### config.mk
export PLATFORM = sky130hd
export DESIGN_NAME = endstop_homing_flat
export DESIGN_NICKNAME = d
export VERILOG_FILES = /design/src/rtl/endstop_homing_if.sv /design/src/rtl/endstop_homing.sv /design/src/flat_wrapper.sv
export SDC_FILE = /design/constraint.sdc
export NUM_CORES = 2
export LEC_CHECK = 0
export ABC_AREA = 1
export BUFFER_PORTS_ARGS = -buffer_cell sky130_fd_sc_hd__buf_4
export CAP_MARGIN = 20
export CORE_MARGIN = 8
export CORE_UTILIZATION = 42
export DETAILED_ROUTE_END_ITERATION = 10
export PLACE_DENSITY = 0.58
export SYNTH_ARGS = -nofsm -noshare
export SYNTH_HDL_FRONTEND = slang
export SYNTH_SLANG_ARGS = --single-unit
export TNS_END_PERCENT = 10
### constraint.sdc
create_clock -name clk -period 2.45 [get_ports clk]
set_input_delay 0.6125 -clock clk [delete_from_list [all_inputs] [get_ports clk]]
set_output_delay 0.6125 -clock clk [all_outputs]
set_load 0.02 [all_outputs]
### src/rtl/endstop_homing_if.sv
// Arm request and trigger-report channels of the endstop homing block.
// The host side uses master, the homing block uses slave.
interface endstop_homing_if #(
    parameter int NENDSTOP    = 4,
    parameter int NSTEPDIR    = 6,
    parameter int SAMPLE_BITS = 24,
    parameter int TICK_BITS   = 16
);
    localparam int CH_BITS = (NENDSTOP > 1) ? $clog2(NENDSTOP) : 1;

    logic                   arm_valid;
    logic                   arm_ready;
    logic [CH_BITS-1:0]     arm_chan;
    logic [31:0]            arm_time;
    logic [SAMPLE_BITS-1:0] arm_sample_count;
    logic [TICK_BITS-1:0]   arm_sample_ticks;
    logic                   arm_pin_value;
    logic [NSTEPDIR-1:0]    arm_stepper_mask;

    logic                   evt_valid;
    logic                   evt_ready;
    logic [CH_BITS-1:0]     evt_chan;
    logic [31:0]            evt_time;

    modport master (
        output arm_valid, arm_chan, arm_time, arm_sample_count,
        output arm_sample_ticks, arm_pin_value, arm_stepper_mask,
        input  arm_ready,
        input  evt_valid, evt_chan, evt_time,
        output evt_ready
    );

    modport slave (
        input  arm_valid, arm_chan, arm_time, arm_sample_count,
        input  arm_sample_ticks, arm_pin_value, arm_stepper_mask,
        output arm_ready,
        output evt_valid, evt_chan, evt_time,
        input  evt_ready
    );
endinterface

### src/rtl/endstop_homing.sv
// Per-channel endstop homing: waits for a start time, debounces the pin over
// N samples, pulses stepper resets and reports the trigger timestamp.
module endstop_homing #(
    parameter int NENDSTOP    = 4,
    parameter int NSTEPDIR    = 6,
    parameter int SAMPLE_BITS = 24,
    parameter int TICK_BITS   = 16
) (
    input  logic                clk,
    input  logic                rst,
    input  logic [31:0]         systime_i,
    input  logic [NENDSTOP-1:0] endstop_in_i,
    endstop_homing_if.slave     bus,
    output logic [NSTEPDIR-1:0] step_reset_o,
    output logic [NENDSTOP-1:0] homing_o,
    output logic [NENDSTOP-1:0] endstop_sync_o,
    output logic                missed_clock_o
);
    localparam int CH_BITS = (NENDSTOP > 1) ? $clog2(NENDSTOP) : 1;
    localparam logic [31:0] LATE_LIM = 32'hC000_0000;

    typedef enum logic [2:0] {
        S_IDLE,
        S_WAIT_CLOCK,
        S_REST,
        S_SAMPLE,
        S_REPORT
    } state_t;

    state_t                 state_q   [NENDSTOP];
    state_t                 state_d   [NENDSTOP];
    logic [SAMPLE_BITS-1:0] cnt_q     [NENDSTOP];
    logic [SAMPLE_BITS-1:0] cnt_d     [NENDSTOP];
    logic [SAMPLE_BITS-1:0] count_q   [NENDSTOP];
    logic [SAMPLE_BITS-1:0] count_d   [NENDSTOP];
    logic [TICK_BITS-1:0]   tick_q    [NENDSTOP];
    logic [TICK_BITS-1:0]   tick_d    [NENDSTOP];
    logic [TICK_BITS-1:0]   ticks_q   [NENDSTOP];
    logic [TICK_BITS-1:0]   ticks_d   [NENDSTOP];
    logic [31:0]            time_q    [NENDSTOP];
    logic [31:0]            time_d    [NENDSTOP];
    logic [31:0]            trig_q    [NENDSTOP];
    logic [31:0]            trig_d    [NENDSTOP];
    logic [NSTEPDIR-1:0]    mask_q    [NENDSTOP];
    logic [NSTEPDIR-1:0]    mask_d    [NENDSTOP];
    logic [NENDSTOP-1:0]    pin_q;
    logic [NENDSTOP-1:0]    pin_d;

    logic [NENDSTOP-1:0]    sync1_q;
    logic [NENDSTOP-1:0]    sync2_q;

    logic [NSTEPDIR-1:0]    step_q;
    logic [NSTEPDIR-1:0]    step_d;
    logic                   missed_q;
    logic                   missed_d;
    logic                   evt_valid_q;
    logic                   evt_valid_d;
    logic [CH_BITS-1:0]     evt_chan_q;
    logic [CH_BITS-1:0]     evt_chan_d;
    logic [31:0]            evt_time_q;
    logic [31:0]            evt_time_d;

    logic                   arm_fire;
    logic                   arm_late;
    logic                   arm_cancel;
    logic [TICK_BITS-1:0]   arm_ticks;
    logic [NENDSTOP-1:0]    arm_hit;
    logic [NENDSTOP-1:0]    take;
    logic                   out_free;
    logic                   found;

    assign bus.arm_ready  = !rst;
    assign bus.evt_valid  = evt_valid_q;
    assign bus.evt_chan   = evt_chan_q;
    assign bus.evt_time   = evt_time_q;
    assign step_reset_o   = step_q;
    assign missed_clock_o = missed_q;
    assign endstop_sync_o = sync2_q;

    // Armed flag: a channel is homing while it waits or samples.
    always_comb begin
        homing_o = '0;
        for (int c = 0; c < NENDSTOP; c++) begin
            homing_o[c] = (state_q[c] == S_WAIT_CLOCK) ||
                          (state_q[c] == S_REST) ||
                          (state_q[c] == S_SAMPLE);
        end
    end

    // Next state: per-channel FSMs, report arbiter and output register.
    always_comb begin
        arm_fire   = bus.arm_valid && bus.arm_ready;
        arm_late   = (bus.arm_time - systime_i) >= LATE_LIM;
        arm_cancel = (bus.arm_sample_count == '0);
        arm_ticks  = (bus.arm_sample_ticks == '0) ?
                     TICK_BITS'(1) : bus.arm_sample_ticks;
        out_free   = !evt_valid_q || bus.evt_ready;

        arm_hit = '0;
        for (int c = 0; c < NENDSTOP; c++) begin
            arm_hit[c] = arm_fire && (32'(bus.arm_chan) == 32'(c));
        end

        missed_d = missed_q;
        if ((arm_hit != '0) && !arm_cancel && arm_late) begin
            missed_d = 1'b1;
        end

        // Output register: clears on transfer, refills from lowest channel.
        evt_valid_d = evt_valid_q;
        evt_chan_d  = evt_chan_q;
        evt_time_d  = evt_time_q;
        if (evt_valid_q && bus.evt_ready) begin
            evt_valid_d = 1'b0;
            evt_chan_d  = '0;
            evt_time_d  = '0;
        end
        take  = '0;
        found = 1'b0;
        for (int c = 0; c < NENDSTOP; c++) begin
            if (out_free && !found &&
                (state_q[c] == S_REPORT) && !arm_hit[c]) begin
                found       = 1'b1;
                take[c]     = 1'b1;
                evt_valid_d = 1'b1;
                evt_chan_d  = CH_BITS'(c);
                evt_time_d  = trig_q[c];
            end
        end

        step_d = '0;
        pin_d  = pin_q;
        for (int c = 0; c < NENDSTOP; c++) begin
            logic smp;
            logic hit;
            logic trg;
            smp = (tick_q[c] == '0);
            hit = (sync2_q[c] == pin_q[c]);
            trg = 1'b0;

            state_d[c] = state_q[c];
            cnt_d[c]   = cnt_q[c];
            count_d[c] = count_q[c];
            tick_d[c]  = tick_q[c];
            ticks_d[c] = ticks_q[c];
            time_d[c]  = time_q[c];
            trig_d[c]  = trig_q[c];
            mask_d[c]  = mask_q[c];

            unique case (state_q[c])
                S_IDLE: begin
                end
                S_WAIT_CLOCK: begin
                    if (systime_i == time_q[c]) begin
                        state_d[c] = S_REST;
                    end
                end
                S_REST, S_SAMPLE: begin
                    tick_d[c] = smp ? ticks_q[c] - TICK_BITS'(1) :
                                      tick_q[c] - TICK_BITS'(1);
                    if (smp && state_q[c] == S_REST && hit) begin
                        cnt_d[c] = count_q[c] - SAMPLE_BITS'(1);
                        if (count_q[c] == SAMPLE_BITS'(1)) begin
                            trg = 1'b1;
                        end else begin
                            state_d[c] = S_SAMPLE;
                        end
                    end
                    if (smp && state_q[c] == S_SAMPLE) begin
                        if (!hit) begin
                            state_d[c] = S_REST;
                        end else begin
                            cnt_d[c] = cnt_q[c] - SAMPLE_BITS'(1);
                            trg = (cnt_q[c] == SAMPLE_BITS'(1));
                        end
                    end
                    if (trg) begin
                        state_d[c] = S_REPORT;
                        trig_d[c]  = systime_i;
                    end
                end
                S_REPORT: begin
                    if (take[c]) begin
                        state_d[c] = S_IDLE;
                    end
                end
                default: begin
                    state_d[c] = S_IDLE;
                end
            endcase

            // An arm on this channel overrides whatever it was doing.
            if (arm_hit[c]) begin
                trg = 1'b0;
                if (arm_cancel) begin
                    state_d[c] = S_IDLE;
                end else begin
                    state_d[c] = arm_late ? S_REST : S_WAIT_CLOCK;
                    cnt_d[c]   = '0;
                    count_d[c] = bus.arm_sample_count;
                    tick_d[c]  = '0;
                    ticks_d[c] = arm_ticks;
                    time_d[c]  = bus.arm_time;
                    mask_d[c]  = bus.arm_stepper_mask;
                    pin_d[c]   = bus.arm_pin_value;
                end
            end

            if (trg) begin
                step_d = step_d | mask_q[c];
            end
        end
    end

    // State registers, cleared by synchronous reset.
    always_ff @(posedge clk) begin
        if (rst) begin
            sync1_q     <= '0;
            sync2_q     <= '0;
            step_q      <= '0;
            missed_q    <= 1'b0;
            evt_valid_q <= 1'b0;
            evt_chan_q  <= '0;
            evt_time_q  <= '0;
            pin_q       <= '0;
            for (int c = 0; c < NENDSTOP; c++) begin
                state_q[c] <= S_IDLE;
                cnt_q[c]   <= '0;
                count_q[c] <= '0;
                tick_q[c]  <= '0;
                ticks_q[c] <= '0;
                time_q[c]  <= '0;
                trig_q[c]  <= '0;
                mask_q[c]  <= '0;
            end
        end else begin
            sync1_q     <= endstop_in_i;
            sync2_q     <= sync1_q;
            step_q      <= step_d;
            missed_q    <= missed_d;
            evt_valid_q <= evt_valid_d;
            evt_chan_q  <= evt_chan_d;
            evt_time_q  <= evt_time_d;
            pin_q       <= pin_d;
            for (int c = 0; c < NENDSTOP; c++) begin
                state_q[c] <= state_d[c];
                cnt_q[c]   <= cnt_d[c];
                count_q[c] <= count_d[c];
                tick_q[c]  <= tick_d[c];
                ticks_q[c] <= ticks_d[c];
                time_q[c]  <= time_d[c];
                trig_q[c]  <= trig_d[c];
                mask_q[c]  <= mask_d[c];
            end
        end
    end
endmodule

### src/flat_wrapper.sv
// flat-port wrapper written by rule: the top's interface ports become plain ports
module endstop_homing_flat 
#(
    parameter int NENDSTOP    = 4,
    parameter int NSTEPDIR    = 6,
    parameter int SAMPLE_BITS = 24,
    parameter int TICK_BITS   = 16
)
  (clk, rst, systime_i, endstop_in_i, step_reset_o, homing_o, endstop_sync_o, missed_clock_o, bus_arm_valid, bus_arm_chan, bus_arm_time, bus_arm_sample_count, bus_arm_sample_ticks, bus_arm_pin_value, bus_arm_stepper_mask, bus_arm_ready, bus_evt_valid, bus_evt_chan, bus_evt_time, bus_evt_ready);
  endstop_homing_if #(.NENDSTOP(NENDSTOP), .NSTEPDIR(NSTEPDIR), .SAMPLE_BITS(SAMPLE_BITS), .TICK_BITS(TICK_BITS)) bus_i ();
  input  logic clk;
  input  logic rst;
  input  logic [31:0] systime_i;
  input  logic [NENDSTOP-1:0] endstop_in_i;
  output logic [NSTEPDIR-1:0] step_reset_o;
  output logic [NENDSTOP-1:0] homing_o;
  output logic [NENDSTOP-1:0] endstop_sync_o;
  output logic missed_clock_o;
  input wire logic [$bits(bus_i.arm_valid)-1:0] bus_arm_valid;
  input wire logic [$bits(bus_i.arm_chan)-1:0] bus_arm_chan;
  input wire logic [$bits(bus_i.arm_time)-1:0] bus_arm_time;
  input wire logic [$bits(bus_i.arm_sample_count)-1:0] bus_arm_sample_count;
  input wire logic [$bits(bus_i.arm_sample_ticks)-1:0] bus_arm_sample_ticks;
  input wire logic [$bits(bus_i.arm_pin_value)-1:0] bus_arm_pin_value;
  input wire logic [$bits(bus_i.arm_stepper_mask)-1:0] bus_arm_stepper_mask;
  output wire logic [$bits(bus_i.arm_ready)-1:0] bus_arm_ready;
  output wire logic [$bits(bus_i.evt_valid)-1:0] bus_evt_valid;
  output wire logic [$bits(bus_i.evt_chan)-1:0] bus_evt_chan;
  output wire logic [$bits(bus_i.evt_time)-1:0] bus_evt_time;
  input wire logic [$bits(bus_i.evt_ready)-1:0] bus_evt_ready;
  assign bus_i.arm_valid = bus_arm_valid;
  assign bus_i.arm_chan = bus_arm_chan;
  assign bus_i.arm_time = bus_arm_time;
  assign bus_i.arm_sample_count = bus_arm_sample_count;
  assign bus_i.arm_sample_ticks = bus_arm_sample_ticks;
  assign bus_i.arm_pin_value = bus_arm_pin_value;
  assign bus_i.arm_stepper_mask = bus_arm_stepper_mask;
  assign bus_arm_ready = bus_i.arm_ready;
  assign bus_evt_valid = bus_i.evt_valid;
  assign bus_evt_chan = bus_i.evt_chan;
  assign bus_evt_time = bus_i.evt_time;
  assign bus_i.evt_ready = bus_evt_ready;
  endstop_homing #(.NENDSTOP(NENDSTOP), .NSTEPDIR(NSTEPDIR), .SAMPLE_BITS(SAMPLE_BITS), .TICK_BITS(TICK_BITS)) u_core (.clk(clk), .rst(rst), .systime_i(systime_i), .endstop_in_i(endstop_in_i), .bus(bus_i), .step_reset_o(step_reset_o), .homing_o(homing_o), .endstop_sync_o(endstop_sync_o), .missed_clock_o(missed_clock_o));
endmodule
; ---- After elaboration in Yosys (flattened, before gate mapping)
; Memories as Yosys holds them, arrays and structs flattened.
; Index checks and enable logic that the tools add are counted.
[word_totals]
reg_bits = 54
ram_bits = 612
in_bits = 121
output_inout_bits = 51
wordCells = 386
n_memories = 8
[mem_list]
columns = memory, depth, width, rd, rd_ports_with_merged_regs, wr, line_no
row1 = u_core.time_q, 4, 32, 4, 0, 4, endstop_homing.sv:40  ; logic [31:0] time_q [NENDSTOP];
row2 = u_core.trig_q, 4, 32, 4, 0, 4, endstop_homing.sv:42  ; logic [31:0] trig_q [NENDSTOP];
row3 = u_core.cnt_q, 4, 24, 4, 0, 4, endstop_homing.sv:32  ; logic [SAMPLE_BITS-1:0] cnt_q [NENDSTOP];
row4 = u_core.count_q, 4, 24, 4, 0, 4, endstop_homing.sv:34  ; logic [SAMPLE_BITS-1:0] count_q [NENDSTOP];
row5 = u_core.tick_q, 4, 16, 4, 0, 4, endstop_homing.sv:36  ; logic [TICK_BITS-1:0] tick_q [NENDSTOP];
row6 = u_core.ticks_q, 4, 16, 4, 0, 4, endstop_homing.sv:38  ; logic [TICK_BITS-1:0] ticks_q [NENDSTOP];
row7 = +2 memories, -, -, -, -, -, -
[op_classes]
add_sub_neg = 17
order_cmp = 1
eq_ne = 35
muxes = 207
bitwise = 36
n_reduce_logical = 71
[ops]
columns = cell, n
row1 = $mux 24, 40
row2 = $mux 32, 29
row3 = $mux 16, 33
row4 = $eq 24x1->1 const B, 8
row5 = $sub 24x1->24 const B, 8
row6 = $eq 32x32->1, 4
row7 = $sub 16x1->16 const B, 8
row8 = $mux 3, 37
row9 = $mux 6, 16
row10 = $logic_not 16->1, 5
row11 = $pmux 3 s4, 4
row12 = $mux 1, 42
row13 = $ge 32x32->1 const B, 1
row14 = $or 1x1->1, 32
row15 = $sub 32x32->32, 1
row16 = $logic_and 1x1->1, 31
row17 = $eq 3x2->1 const B, 8
row18 = $logic_not 24->1, 1
row19 = $or 6x6->6, 3
row20 = $eq 3x1->1 const B, 4
row21 = $eq 3x3->1 const B, 4
row22 = $logic_not 3->1, 4
row23 = $mux 2, 6
row24 = $logic_not 1->1, 10
row25 = other kinds (10), 28

; ---- Logic depth before layout (Yosys ltp)
[depth]
word_depth = 25
mapped_depth = 17
depth_no_buf = 17

; ---- Worst setup path after synthesis
; Ideal clock, no wire load.
[synth_timing]
path_type = input to register
startpoint = input systime_i[28]
endpoint = memory u_core.state_q[0][0] (netlist bit)
setup_ns = 0.115
arrival_ns = 2.286
required_time_ns = 2.335
slack_ns = 0.049
stages = 16
n_path_buf = 1
cell_sequence = clkbuf_1 -> inv_1 -> ha_1 -> nand2_1 -> nor2_1 -> nand2_1 -> nor2_1 -> nand2_1 -> nor2_1 -> nand2_1 -> nand2_1 -> nand2_1 -> nand2_1 -> nand2_1 -> a21oi_1 -> nor2_1
[synth_rtl]
columns = item, line_no
row1 = from (decl), flat_wrapper.sv:13  ; input logic [31:0] systime_i;
row2 = to (decl), endstop_homing.sv:30  ; state_t state_q [NENDSTOP];

==> run metrics <==
DIE AREA 94200 µm²; vias post-DR 35400; share of layout cells above drive strength 1 0.122; Die Span X 307 µm; DRT antenna net count 0; syn_nets 5495; synth warn 0; Worst EP arrival 2.93 ns; Power Dens Cells 685 nW/µm²; sequential share of the synthesized area 0.375; fin crit share 0.962; Clock Skews 0.0227 ns; filler cell count 8536; die height 307 µm; clk root buf clkbuf_16; Min Hold Slack 0.162 ns; initial antenna violation count 10; Yosys reg bits 666; DRC viols 0; unrepaired setup endpoints after global routing yes; kind of critical path flop to flop; Cell Rows 106; global route overflow 0; DPL Wire Length 87400 µm; Max Cap Viol 0; post-synth top area share 0.375; CTS tree yes; I/O pin count 172; GRT Resource Usage Total 0.249; cell count after synthesis 5323; Final setup viols 0; first-pass GRT wire length 188000 µm; Unique masters post-synth 61; fmax 424 MHz; first-iteration detailed-routing DRC count 3047; vias in the first global route 33000; Core ar. 83700 µm²; status finished, final reports clean; 1st-pass router iterations 5; Tmin final 2.36 ns; Final Hold Vio Count 0; clock sink total 666; required time of the critical path 3.02 ns; P&R area growth vs syn 19.3%; final net count 5761; Hold WC Path Type primary input to flop; VDD IR max 0.499 mV; drt wl/cell 17.8 µm; fin. max-slew vios 0; largest net degree at the start of global routing 151; overall power 29.0 mW; crit end category flop; final wirelength 121000 µm; clock-pin slew on the worst setup and hold paths 0.06 ns; Via density 5.21; fin util 0.507; Worst Tran Pin Value 0.763 ns; CTS Buffer Depth 3; area leader, netlist dfxtp_1; GP Congestion 0.915; initial core utilization 0.425; slew margin rel. 0.491; syn_area_per_cell 6.68 µm²; htree depth 3; mapped cell area 35500 µm²; LEAKAGE 19.0 nW; Skew-Pair Late Insertion Delay 0.66 ns; PortBufs 171; worst-path maximum fanout 6; Synth area leaders dfxtp_1 (38%), nor2_1 (10%), nand2_1 (9.3%), o21ai_0 (9.1%), a21oi_1 (6.3%); total CTS buffers 78; Startpoint Class flop
[cells by family after synthesis]
group                    synth area share
AND/OR/NAND/NOR                     0.280
AO/OA/AOI/OAI                       0.185
adder cells (fa/ha/maj)            0.0180
buffers and inverters              0.0900
flip-flops                          0.375
XOR/XNOR                           0.0512
[critical path, cell delays in order, from the launching register on]
cell	delay, ns
dfxtp_1	0.32
or2_2	0.30
nor3_1	0.20
nand3_1	0.15
nor2_1	0.24
nand2_1	0.26
a21oi_2	0.24
buf_12	0.14
nand2_1	0.05
nand2_1	0.06
nor2_1	0.05
buf_4	0.14
nor2_1	0.11
[cells in the mapped netlist, drive strengths merged]
cell type  count
o221ai         8
a311oi         1
buf          135
nor3b          3
a21oi        448
o31ai          4
clkinv         4
o21bai         5
o2bb2ai        1
a41oi          1
nor2         996
nor4          19
a41o           1
o21ai        678
dfxtp        666
and2           6
inv          487
nand4         60
xor2          77
nand3        305
a22oi         17
a211oi        21
o22ai          8
o21a           3
a31oi         18
nand3b        19
a32oi          1
and3           1
o211ai        24
ha            51
nor3          64
o221a          2
xnor2        131
a221oi         2
clkbuf       146
or2           11
a21o           4
nand2        893
a21boi         1
o41ai          1
[power by group]
group	total (mW)	internal, mW	switching, mW	leakage [nW]
combinational	5.71	2.03	3.68	12.3
clock	12.0	6.99	5.03	1.31
sequential	11.3	11.1	0.207	5.39
[state kept, by name, indices dropped and copies added (netlist names), 6 cells and up]
signal / flops
u_core.time_q: 128
u_core.trig_q: 128
u_core.cnt_q: 96
u_core.count_q: 96
u_core.tick_q: 64
u_core.ticks_q: 64
u_core.bus.evt_time: 32
u_core.mask_q: 24
u_core.state_q: 12
u_core.step_reset_o: 6
[final timing paths]
kind                                   from                                  end  slack (ns)  depth (start not counted)
max          u_core.cnt_q[0][43]$_SDFF_PP0_    u_core.step_reset_o[0]$_SDFF_PP0_        0.09                         12
min                         endstop_in_i[0]         u_core.sync1_q[0]$_SDFF_PP0_        0.16                          3
max reg2reg  u_core.cnt_q[0][43]$_SDFF_PP0_    u_core.step_reset_o[0]$_SDFF_PP0_        0.09                         12
min reg2reg    u_core.sync1_q[3]$_SDFF_PP0_  u_core.endstop_sync_o[3]$_SDFF_PP0_        0.40                          2
[area by class of cell]
type,count,area [µm²],area share
multi-input combinational,3885,19100,0.450
tap,1134,1420,0.0335
clock inverter,30,363,0.00856
antenna,5,12.5,0.000295
clock buffer,113,2280,0.0538
sequential,666,13300,0.314
timing repair buffer,467,4040,0.0952
inverter,491,1860,0.0438
[per-stage QoR]
| stage | TNS, ns | area (µm²) | instances | setup slack (ns) |
|---|---|---|---|---|
| after floorplan | 0 | 35500 | 5323 | 0.0492 |
| after global placement | -1.76 | 39600 | 6637 | -0.222 |
| after detailed placement | -2.09 | 39600 | 6637 | -0.178 |
| after CTS | 0 | 42300 | 6780 | 0.0324 |
| after global routing | -0.187 | 42400 | 6786 | -0.0822 |
| final | 0 | 42400 | 6791 | 0.0928 |
[cell usage in the layout, fill, tap and decap left out, types with 8 or more instances in the layout]
master / count
ha_1: 51
xor2_1: 77
nor2_2: 14
nor4_1: 18
o22ai_1: 8
nand3_1: 301
a211oi_1: 18
nand2_1: 880
nor2_4: 13
a21oi_1: 447
o21ai_0: 647
a22oi_1: 17
nor3_1: 56
o221ai_1: 8
nand3b_1: 19
inv_2: 18
inv_1: 467
clkbuf_16: 78
xnor2_1: 130
buf_4: 424
buf_12: 42
clkbuf_1: 15
a31oi_1: 18
nor2_1: 968
clkinv_2: 16
nand4_1: 59
dfxtp_1: 666
o211ai_1: 24
clkbuf_8: 20
o21ai_1: 29
or2_2: 9
[per-layer routing]
metal / wire length (µm) / share of wire / up-vias / GRT usage
li1: - / - / 17900 / -
met5: 54 / 0.00045 / - / 0
met1: 55000 / 0.45 / 16200 / 0.337
met4: 4360 / 0.036 / 8 / 0.0921
met3: 8400 / 0.069 / 211 / 0.0444
met2: 53100 / 0.44 / 1008 / 0.394
[what timing repair did]
item | 4_1_cts | 5_1_grt
resized for setup | 2 | 12
hold endpoints to repair | 0 | 0
pin swaps | 0 | 1
setup endpoints to repair | 4 | 20
buffers inserted | 0 | 6
hold buffers | 0 | 0
(Power assumes the default switching activity.)
